`config.mk`:
```
export PLATFORM = sky130hd
export DESIGN_NAME = mem_port_arbiter
export DESIGN_NICKNAME = d
export VERILOG_FILES = /design/src/rtl/mem_port_arbiter_pkg.sv /design/src/rtl/arb_req_capture.sv /design/src/rtl/mem_port_arbiter.sv
export SDC_FILE = /design/constraint.sdc
export NUM_CORES = 1
export LEC_CHECK = 0
export BUFFER_PORTS_ARGS = -buffer_cell sky130_fd_sc_hd__buf_2
export CORE_MARGIN = 5
export CORE_UTILIZATION = 39
export CTS_CLUSTER_SIZE = 24
export DETAILED_ROUTE_END_ITERATION = 8
export PLACE_DENSITY = 0.76
export SYNTH_ARGS = -nofsm -noshare
export SYNTH_HDL_FRONTEND = slang
export SYNTH_SLANG_ARGS = --single-unit
```
`constraint.sdc`:
```
create_clock -name clk -period 1.8 [get_ports clk]
set_input_delay 0.45 -clock clk [delete_from_list [all_inputs] [get_ports clk]]
set_output_delay 0.45 -clock clk [all_outputs]
set_load 0.02 [all_outputs]
```
`src/rtl/mem_port_arbiter_pkg.sv`:
```
// lc3b_types: shared LC-3b word/mask types plus the enums used by mem_port_arbiter.
package lc3b_types;

    typedef logic [15:0] lc3b_word;
    typedef logic [1:0]  lc3b_mem_wmask;

    typedef enum logic [2:0] {
        IDLE,
        BUSY_A,
        BUSY_B,
        RESP_A,
        RESP_B
    } arb_state_t;

    typedef enum logic {
        PORT_A,
        PORT_B
    } arb_port_t;

    localparam lc3b_mem_wmask WMASK_FULL = 2'b11;

endpackage

```
`src/rtl/arb_req_capture.sv`:
```
// arb_req_capture: holds the granted request (address/op/wdata/wmask) and the
// returned read data so the lower memory never sees requester-side changes.
module arb_req_capture
    import lc3b_types::*;
(
    input  logic        clk,
    input  logic        reset,
    input  logic        load_req_i,
    input  logic [15:0] addr_i,
    input  logic        write_i,
    input  logic [15:0] wdata_i,
    input  logic [1:0]  wmask_i,
    input  logic        load_rdata_i,
    input  logic [15:0] rdata_i,
    output logic [15:0] addr_o,
    output logic        write_o,
    output logic [15:0] wdata_o,
    output logic [1:0]  wmask_o,
    output logic [15:0] rdata_o
);

    lc3b_word      addr_q;
    logic          write_q;
    lc3b_word      wdata_q;
    lc3b_mem_wmask wmask_q;
    lc3b_word      rdata_q;

    always_ff @(posedge clk or posedge reset) begin
        if (reset) begin
            addr_q  <= '0;
            write_q <= 1'b0;
            wdata_q <= '0;
            wmask_q <= '0;
        end else if (load_req_i) begin
            addr_q  <= addr_i;
            write_q <= write_i;
            wdata_q <= wdata_i;
            wmask_q <= wmask_i;
        end
    end

    always_ff @(posedge clk or posedge reset) begin
        if (reset) begin
            rdata_q <= '0;
        end else if (load_rdata_i) begin
            rdata_q <= rdata_i;
        end
    end

    assign addr_o  = addr_q;
    assign write_o = write_q;
    assign wdata_o = wdata_q;
    assign wmask_o = wmask_q;
    assign rdata_o = rdata_q;

endmodule

```
`src/rtl/mem_port_arbiter.sv`:
```
// mem_port_arbiter: serialises the LC-3b fetch port (A) and data port (B) onto one pmem interface.
// Define ARB_ROUND_ROBIN_EN to alternate grants on contention instead of strict B priority.
module mem_port_arbiter
    import lc3b_types::*;
#(
    parameter int PMEM_TIMEOUT = 0
)
(
    input  logic        clk,
    input  logic        reset,
    input  logic [15:0] mem_addr1,
    input  logic        mem_read1,
    output logic [15:0] mem_rdata1,
    output logic        resp_a,
    input  logic [15:0] mem_addr2,
    input  logic        mem_read2,
    input  logic        mem_write2,
    input  logic [15:0] mem_wdata2,
    input  logic [1:0]  mem_byte_enable2,
    output logic [15:0] mem_rdata2,
    output logic        resp_b,
    output logic [15:0] pmem_address,
    output logic        pmem_read,
    output logic        pmem_write,
    output logic [15:0] pmem_wdata,
    output logic [1:0]  pmem_byte_enable,
    input  logic [15:0] pmem_rdata,
    input  logic        pmem_resp,
    output logic        pmem_error
);

    localparam int TW = (PMEM_TIMEOUT > 0) ? $clog2(PMEM_TIMEOUT + 1) : 1;
    localparam logic [TW-1:0] TO_LAST = (PMEM_TIMEOUT > 0) ? TW'(PMEM_TIMEOUT - 1) : '0;

    arb_state_t    state_q, state_d;
    logic [TW-1:0] cnt_q, cnt_d;
    logic          err_q, err_d;

    logic          req_a, req_b, grant_b;
    logic          load_req, sel_b, load_rdata;
    lc3b_word      rdata_in;
    lc3b_word      cap_addr_in, cap_wdata_in;
    lc3b_mem_wmask cap_wmask_in;
    logic          cap_write_in;

    lc3b_word      cap_addr_q, cap_wdata_q, cap_rdata_q;
    lc3b_mem_wmask cap_wmask_q;
    logic          cap_write_q;
    logic          busy;

    assign req_a = mem_read1;
    assign req_b = mem_read2 | mem_write2;

`ifdef ARB_ROUND_ROBIN_EN
    arb_port_t last_q, last_d;

    assign grant_b = req_b && (!req_a || (last_q == PORT_A));

    always_comb begin
        last_d = last_q;
        if (load_req) begin
            last_d = sel_b ? PORT_B : PORT_A;
        end
    end

    always_ff @(posedge clk or posedge reset) begin
        if (reset) begin
            last_q <= PORT_A;
        end else begin
            last_q <= last_d;
        end
    end
`else
    assign grant_b = req_b;
`endif

    // A write on port B wins over a simultaneous read; fetches always use a full-word mask.
    assign cap_addr_in  = sel_b ? mem_addr2 : mem_addr1;
    assign cap_write_in = sel_b & mem_write2;
    assign cap_wdata_in = sel_b ? mem_wdata2 : '0;
    assign cap_wmask_in = sel_b ? mem_byte_enable2 : WMASK_FULL;

    always_comb begin
        state_d    = state_q;
        cnt_d      = cnt_q;
        err_d      = err_q;
        load_req   = 1'b0;
        sel_b      = 1'b0;
        load_rdata = 1'b0;
        rdata_in   = pmem_rdata;
        case (state_q)
            IDLE: begin
                cnt_d = '0;
                if (grant_b) begin
                    load_req = 1'b1;
                    sel_b    = 1'b1;
                    state_d  = BUSY_B;
                end else if (req_a) begin
                    load_req = 1'b1;
                    state_d  = BUSY_A;
                end
            end
            BUSY_A, BUSY_B: begin
                if (pmem_resp) begin
                    load_rdata = 1'b1;
                    state_d    = (state_q == BUSY_A) ? RESP_A : RESP_B;
                end else if ((PMEM_TIMEOUT != 0) && (cnt_q == TO_LAST)) begin
                    load_rdata = 1'b1;
                    rdata_in   = '0;
                    err_d      = 1'b1;
                    state_d    = (state_q == BUSY_A) ? RESP_A : RESP_B;
                end else begin
                    cnt_d = cnt_q + 1'b1;
                end
            end
            RESP_A, RESP_B: begin
                state_d = IDLE;
            end
            default: begin
                state_d = IDLE;
            end
        endcase
    end

    always_ff @(posedge clk or posedge reset) begin
        if (reset) begin
            state_q <= IDLE;
            cnt_q   <= '0;
            err_q   <= 1'b0;
        end else begin
            state_q <= state_d;
            cnt_q   <= cnt_d;
            err_q   <= err_d;
        end
    end

    arb_req_capture u_capture (
        .clk          (clk),
        .reset        (reset),
        .load_req_i   (load_req),
        .addr_i       (cap_addr_in),
        .write_i      (cap_write_in),
        .wdata_i      (cap_wdata_in),
        .wmask_i      (cap_wmask_in),
        .load_rdata_i (load_rdata),
        .rdata_i      (rdata_in),
        .addr_o       (cap_addr_q),
        .write_o      (cap_write_q),
        .wdata_o      (cap_wdata_q),
        .wmask_o      (cap_wmask_q),
        .rdata_o      (cap_rdata_q)
    );

    // Strobes decode straight from state so an async reset drops them in the same cycle.
    assign busy             = (state_q == BUSY_A) || (state_q == BUSY_B);
    assign pmem_read        = busy & ~cap_write_q;
    assign pmem_write       = busy & cap_write_q;
    assign pmem_address     = cap_addr_q;
    assign pmem_wdata       = cap_wdata_q;
    assign pmem_byte_enable = cap_wmask_q;
    assign pmem_error       = err_q;

    assign resp_a     = (state_q == RESP_A);
    assign resp_b     = (state_q == RESP_B);
    assign mem_rdata1 = cap_rdata_q;
    assign mem_rdata2 = cap_rdata_q;

endmodule

```
==> flow_summary_export.csv, run 1 <==
group,metric,value,unit
cells_and_area,drive_above_1_share,0.622,
outcome,status,"finished, final reports clean",
cells_and_area,stdcell_count,374,
drt,drt-initial-drc-count,70,
clocking,clkSinkCount,54,
clocking,clk_latency,0.29,ns
logic_synthesis,synth_adder_area_share,0,
worst_setup_path,cp_top_family,"flip-flops",
global_routing,first_global_vias,1899,
cells_and_area,fin_util,0.531,
logic_synthesis,synth_top_area_frac,0.568,
global_routing,grt_pass1_wl,8950,um
logic_synthesis,synth_compound_area_frac,0.183,
timing,min_period,1.74,ns
pwr,power_density,1990,nW/um2
cells_and_area,syn_to_final_growth,32.2,%
clocking,clock-root-buffer,"clkbuf_8",
floorplanning,rows,28,
global_routing,overflow,0,
clocking,clkTransAtPathRegs,0.09,ns
worst_setup_path,worstPathRequired,1.35,ns
drt,dr.pass1.iters,4,
global_routing,grt_use_total,0.147,
floorplanning,fp.dieH,88.1,um
worst_setup_path,worst-setup-path-type,"register to primary output",
drt,drc,0,
pwr,peakVddDrop,0.000951,V
pwr,p_leak,1.59,nW
logic_synthesis,synth_xor_area_frac,0.00684,
global_routing,grt_start_max_net_pins,37,
logic_synthesis,synthDistinctLibCells,31,
floorplanning,core_area,5920,um2
timing,hold_viol_final,0,
drt,ant_nets,0,
clocking,htreeDepth,2,
floorplanning,die_area,7760,um2
placed_design,dp_cells,365,
drt,wl_per_cell,15.8,um
min_path,min_path_type,"input port to async pin",
logic_synthesis,synth_enable_flop_cells,0,
worst_setup_path,critical_path_peak_fanout,6,
drt,vias_per_cell,5.00,
floorplanning,initial_core_util,0.402,
clocking,clock_path_buffers,2,
logic_synthesis,synth.most_common_cell,"dfrtp_1",
placed_design,dp_hpwl,4530,um
worst_setup_path,start_kind,"register",
logic_synthesis,yosysWarnings,0,
floorplanning,pin_count,143,
placed_design,place_ws,0.000818,ns
worst_setup_path,crit_slowest_cell,"dfrtp_2",
drt,num_vias,1869,
logic_synthesis,avgSynthCellArea,13.6,um2
timing,setup_viol,0,
timing,slew_viol_final,0,
timing,fin_crit_sh,0.969,
cells_and_area,nNetsFinal,371,
cells_and_area,diodes,0,
logic_synthesis,netlist_area,2380,um2
timing,clock.fmax,0.573,GHz
worst_setup_path,cp.arrival,1.29,ns
timing,rsz0062_at_grt,"true",
drt,wirelength,5930,um
job,max_cap_violations,0,
placed_design,portBuffers,141,
logic_synthesis,synth_area_leaders,"dfrtp_1 (57%), buf_4 (6.9%), mux2_4 (6.3%)",
logic_synthesis,synth-main-ff-cell,"dfrtp_1",
placed_design,routabilityCongestion,0.728,
logic_synthesis,syn_nets,247,
clocking,tritoncts,"done",
worst_setup_path,crit_buf_inv,1,
floorplanning,dieWidth,88.1,um
pwr,finalPower,6.24,mW
logic_synthesis,synth_cells,175,
logic_synthesis,synth_mux_area_frac,0.0963,
logic_synthesis,yosysSeqAreaShare,0.568,
logic_synthesis,synth-seq-cells,54,
clocking,cts_buffers,5,
logic_synthesis,yosys-top-cells-count,"dfrtp_1 (54), buf_4 (22), a22o_1 (16), a2bb2oi_1 (16), o22ai_1 (16)",
logic_synthesis,yosysTopAreaCell,"dfrtp_1",
logic_synthesis,async_flop_share,1.00,
worst_setup_path,crit_chain,"xnor2_4 -> nor3b_2 -> buf_4",
worst_setup_path,max_stage_delay,0.49,ns
timing,worst_slack,0.0561,ns
timing,final.setup_skew,0.00242,ns
global_routing,antenna_found_initial,0,
logic_synthesis,synth-simple-area-share,0.0452,
worst_setup_path,worstSetupEndpointType,"primary output",
logic_synthesis,synth_top_family_by_area,"compound AO/OA/AOI/OAI gates",
-- metal layers --
| metal | track usage | share of wire |
|---|---|---|
| met1 | 0.179 | 0.40 |
| met2 | 0.261 | 0.52 |
| met3 | 0.0367 | 0.073 |
| met4 | 0.0357 | 0.0091 |
| met5 | 0 | 0 |
-- area by class of cell --
class,instances,area [um2]
well taps,75,93.8
clock inverters,2,10.0
flip-flops and latches,54,1350
multi-input cells,88,820
clock buffers,5,68.8
inverters,1,3.75
fillers,509,2780
repair buffers,149,796
-- cells in the final DEF (no fill, tap or decap), types with 2 or more instances in the layout --
cell / count
nor3_2: 2
buf_12: 2
clkinv_2: 2
a21oi_1: 2
buf_2: 139
mux2_2: 7
nor3b_2: 2
dfrtp_1: 52
a22o_1: 16
o22ai_1: 16
a2bb2oi_1: 16
dfrtp_2: 2
o22a_1: 2
mux2_4: 10
clkbuf_8: 5
buf_4: 8
-- registers in the layout, summed over array words and instances, names as in the netlist --
| register | flops |
|---|---|
| u_capture.rdata_o | 16 |
| state_q | 3 |
| u_capture.wdata_o | 16 |
| u_capture.wmask_o | 2 |
| u_capture.write_o | 1 |
| u_capture.addr_o | 16 |
-- where the power goes --
part           switching (mW)  internal, mW  total (mW)
sequential              0.382          1.80        2.19
clock                   0.361         0.262       0.623
combinational            1.94          1.49        3.44
-- through the flow --
stage                     hold slack (ns)  setup TNS [ns]  instance area (um2)
after floorplan                     0.495               0                 2380
after global placement              0.464               0                 3020
after detailed placement            0.470               0                 3020
after CTS                           0.139        -0.00242                 3100
after global routing                0.152         -0.0347                 3150
final                               0.139               0                 3150
-- path summary, 6_finish.rpt --
kind                                      start                    to  slack (ns)  cells after the start
max in group asynchronous                 reset            state_q[1]        1.11                      3
setup / recovery                     state_q[1]            pmem_write        0.06                      3
hold reg to reg            u_capture.wdata_o[7]  u_capture.wdata_o[7]        0.51                      1
hold / removal                            reset  u_capture.rdata_o[8]        0.14                      2
min in group clk            mem_byte_enable2[0]  u_capture.wmask_o[0]        0.36                      2
setup reg to reg                     state_q[1]  u_capture.addr_o[14]        0.23                      3
-- cell families (layout without fill, tap and decap cells) --
kind of cell / after synthesis / in the layout
AOI/OAI and AO/OA: 55 / 55
and+or+nand+nor: 14 / 14
other: 1 / 1
xor gates and xnor gates: 1 / 1
muxes: 17 / 17
buffers and inverters: 33 / 157
DFF: 54 / 54
-- timing repair --
action,in CTS,in global routing
hold buffers,0,0
resized for setup,4,6
buffers inserted,0,2
setup endpoints to repair,4,36
cloned,0,0
No activity file was read; power rests on OpenSTA's default activity.
==> inputs of run 2 (changes only) <==
CORE_ASPECT_RATIO = 1.75   (was not set)
==> run 2 against run 1 <==
  * Sequential power about the same
  * Wire length increased by 1.6%
  * Sequential share of layout area shrank 0.54 points
  * Combinational power is 1% higher
  * First-iteration DRC count fell by 43%
  * Flip-flop and latch count did not move
  * Hold slack better by 0.042 ns
  * Power increased by 1.0%
  * Core utilization up 0.63 points
==> flow_summary_export.csv, run 2 (synthesis gave the netlist of run 1 again) <==
group,metric,value,unit
outcome,status,"finished, final reports clean",
floorplanning,core_area,5930,um2
cells_and_area,n_fill_cell,566,
global_routing,grt_start_max_net_pins,55,
worst_setup_path,worstSetupEndpointType,"primary output",
cells_and_area,layout_common_cells,"buf_2 (138), dfrtp_1 (52), o22ai_1 (16), a2bb2oi_1 (16), a22o_1 (16)",
global_routing,first_global_vias,1956,
clocking,clk_latency,0.30,ns
placed_design,routabilityCongestion,0.742,
pwr,finalPower,6.31,mW
cells_and_area,diodes,0,
clocking,tritoncts,"done",
timing,slew_headroom,0.621,
clocking,htreeDepth,2,
worst_setup_path,start_kind,"register",
clocking,clkSinkCount,54,
worst_setup_path,critical_path_peak_fanout,5,
cells_and_area,drive_above_1_share,0.619,
drt,drc,0,
drt,vias_per_cell,4.95,
pwr,p_leak,1.60,nW
timing,setup_viol,0,
clocking,cts_buffers,5,
timing,setup_tns,0,ns
cells_and_area,final_cell_area,3190,um2
clocking,clock-root-buffer,"clkbuf_8",
timing,hold-worst-slack,0.181,ns
cells_and_area,fin_util,0.538,
clocking,hold_buffers,0,
cells_and_area,nNetsFinal,373,
pwr,peakVddDrop,0.000936,V
global_routing,overflow,0,
min_path,min_path_type,"input port to async pin",
timing,slew_viol_final,0,
drt,dr.pass1.iters,4,
timing,min_period,1.73,ns
floorplanning,pin_count,143,
floorplanning,rows,37,
global_routing,grt_use_total,0.150,
placed_design,dp_hpwl,4560,um
job,max_cap_violations,0,
floorplanning,die_area,7820,um2
timing,clock.fmax,0.578,GHz
floorplanning,initial_core_util,0.401,
floorplanning,fp.dieH,113,um
drt,wirelength,6020,um
timing,final.setup_skew,0.00902,ns
cells_and_area,syn_to_final_growth,33.9,%
drt,wl_per_cell,15.8,um
timing,hold_viol_final,0,
worst_setup_path,max_stage_delay,0.48,ns
placed_design,place_area,3020,um2
floorplanning,dieWidth,69.0,um
timing,worstMarginPinSlew,0.569,ns
drt,num_vias,1880,
timing,fin_crit_sh,0.962,
cells_and_area,final_common_cell,"buf_2",
worst_setup_path,cp.arrival,1.28,ns
worst_setup_path,worstPathRequired,1.35,ns
pwr,power_density,1980,nW/um2
drt,drt-initial-drc-count,40,
global_routing,antenna_found_initial,0,
worst_setup_path,crit_slowest_cell,"dfrtp_2",
drt,ant_nets,0,
worst_setup_path,crit_chain,"xnor2_4 -> nor3b_2 -> buf_4",
clocking,clock_path_buffers,2,
global_routing,grt_pass1_wl,9500,um
clocking,clkTransAtPathRegs,0.09,ns
placed_design,portBuffers,141,
worst_setup_path,worst-setup-path-type,"register to primary output",
-- run 2: cell count changes in the layout (fill, tap and decap cells not counted) --
cell,change
and2_2,-1
buf_12,+1
clkbuf_1,+1
clkinv_4,+1
buf_2,-1
buf_4,+2
clkinv_2,-1
and2_1,+1
-- run 2: layer usage --
metal	share of wire	up-vias	global-route usage
li1	-	891	-
met1	0.38	911	0.171
met2	0.55	73	0.274
met3	0.056	5	0.0311
met4	0.015	0	0.0508
met5	0	-	0
-- run 2: cell type report --
class / count / area (um2) / area share
Tap cell: 78 / 97.6 / 0.0306
Multi-Input combinational cell: 88 / 818 / 0.257
Clock buffer: 6 / 72.6 / 0.0228
Inverter: 1 / 3.75 / 0.00118
Sequential cell: 54 / 1350 / 0.425
Clock inverter: 2 / 13.8 / 0.00432
Timing Repair Buffer: 151 / 826 / 0.259
-- run 2: path summary, 6_finish.rpt --
check / startpoint / to / slack, ns / depth (start not counted)
worst min-delay path: reset / u_capture.rdata_o[9] / 0.18 / 3
min in group clk: mem_byte_enable2[1] / u_capture.wmask_o[1] / 0.35 / 2
worst min register to register: u_capture.wdata_o[7] / u_capture.wdata_o[7] / 0.51 / 1
worst max-delay path: state_q[1] / pmem_write / 0.07 / 3
worst max register to register: state_q[0] / u_capture.wdata_o[2] / 0.12 / 4
max in group asynchronous: reset / state_q[0] / 1.35 / 3
-- run 2: per-stage QoR --
stage          setup WS, ns  instances
6_report             0.0688        380
5_1_grt             -0.0260        380
4_1_cts             0.00357        376
3_5_place_dp          0.101        368
3_3_place_gp          0.115        368
2_1_floorplan        0.0354        175
-- run 2: report_power, final --
group          switching (mW)  internal, mW
clock                   0.386         0.276
combinational            1.95          1.52
sequential              0.368          1.80
-- run 2: critical path, delay by kind of cell (launching register included) --
family	cells	cell delay, ns
xor+xnor	1	0.18
flops	1	0.48
buf+inv	1	0.16
simple gates	1	0.16
-- run 2: timing repair --
item                                   4_1_cts  5_1_grt
resized for setup                            2        8
endpoints found under the hold margin        0        0
gates cloned                                 0        0
setup buffers                                0        4
setup endpoints to repair                    2        3
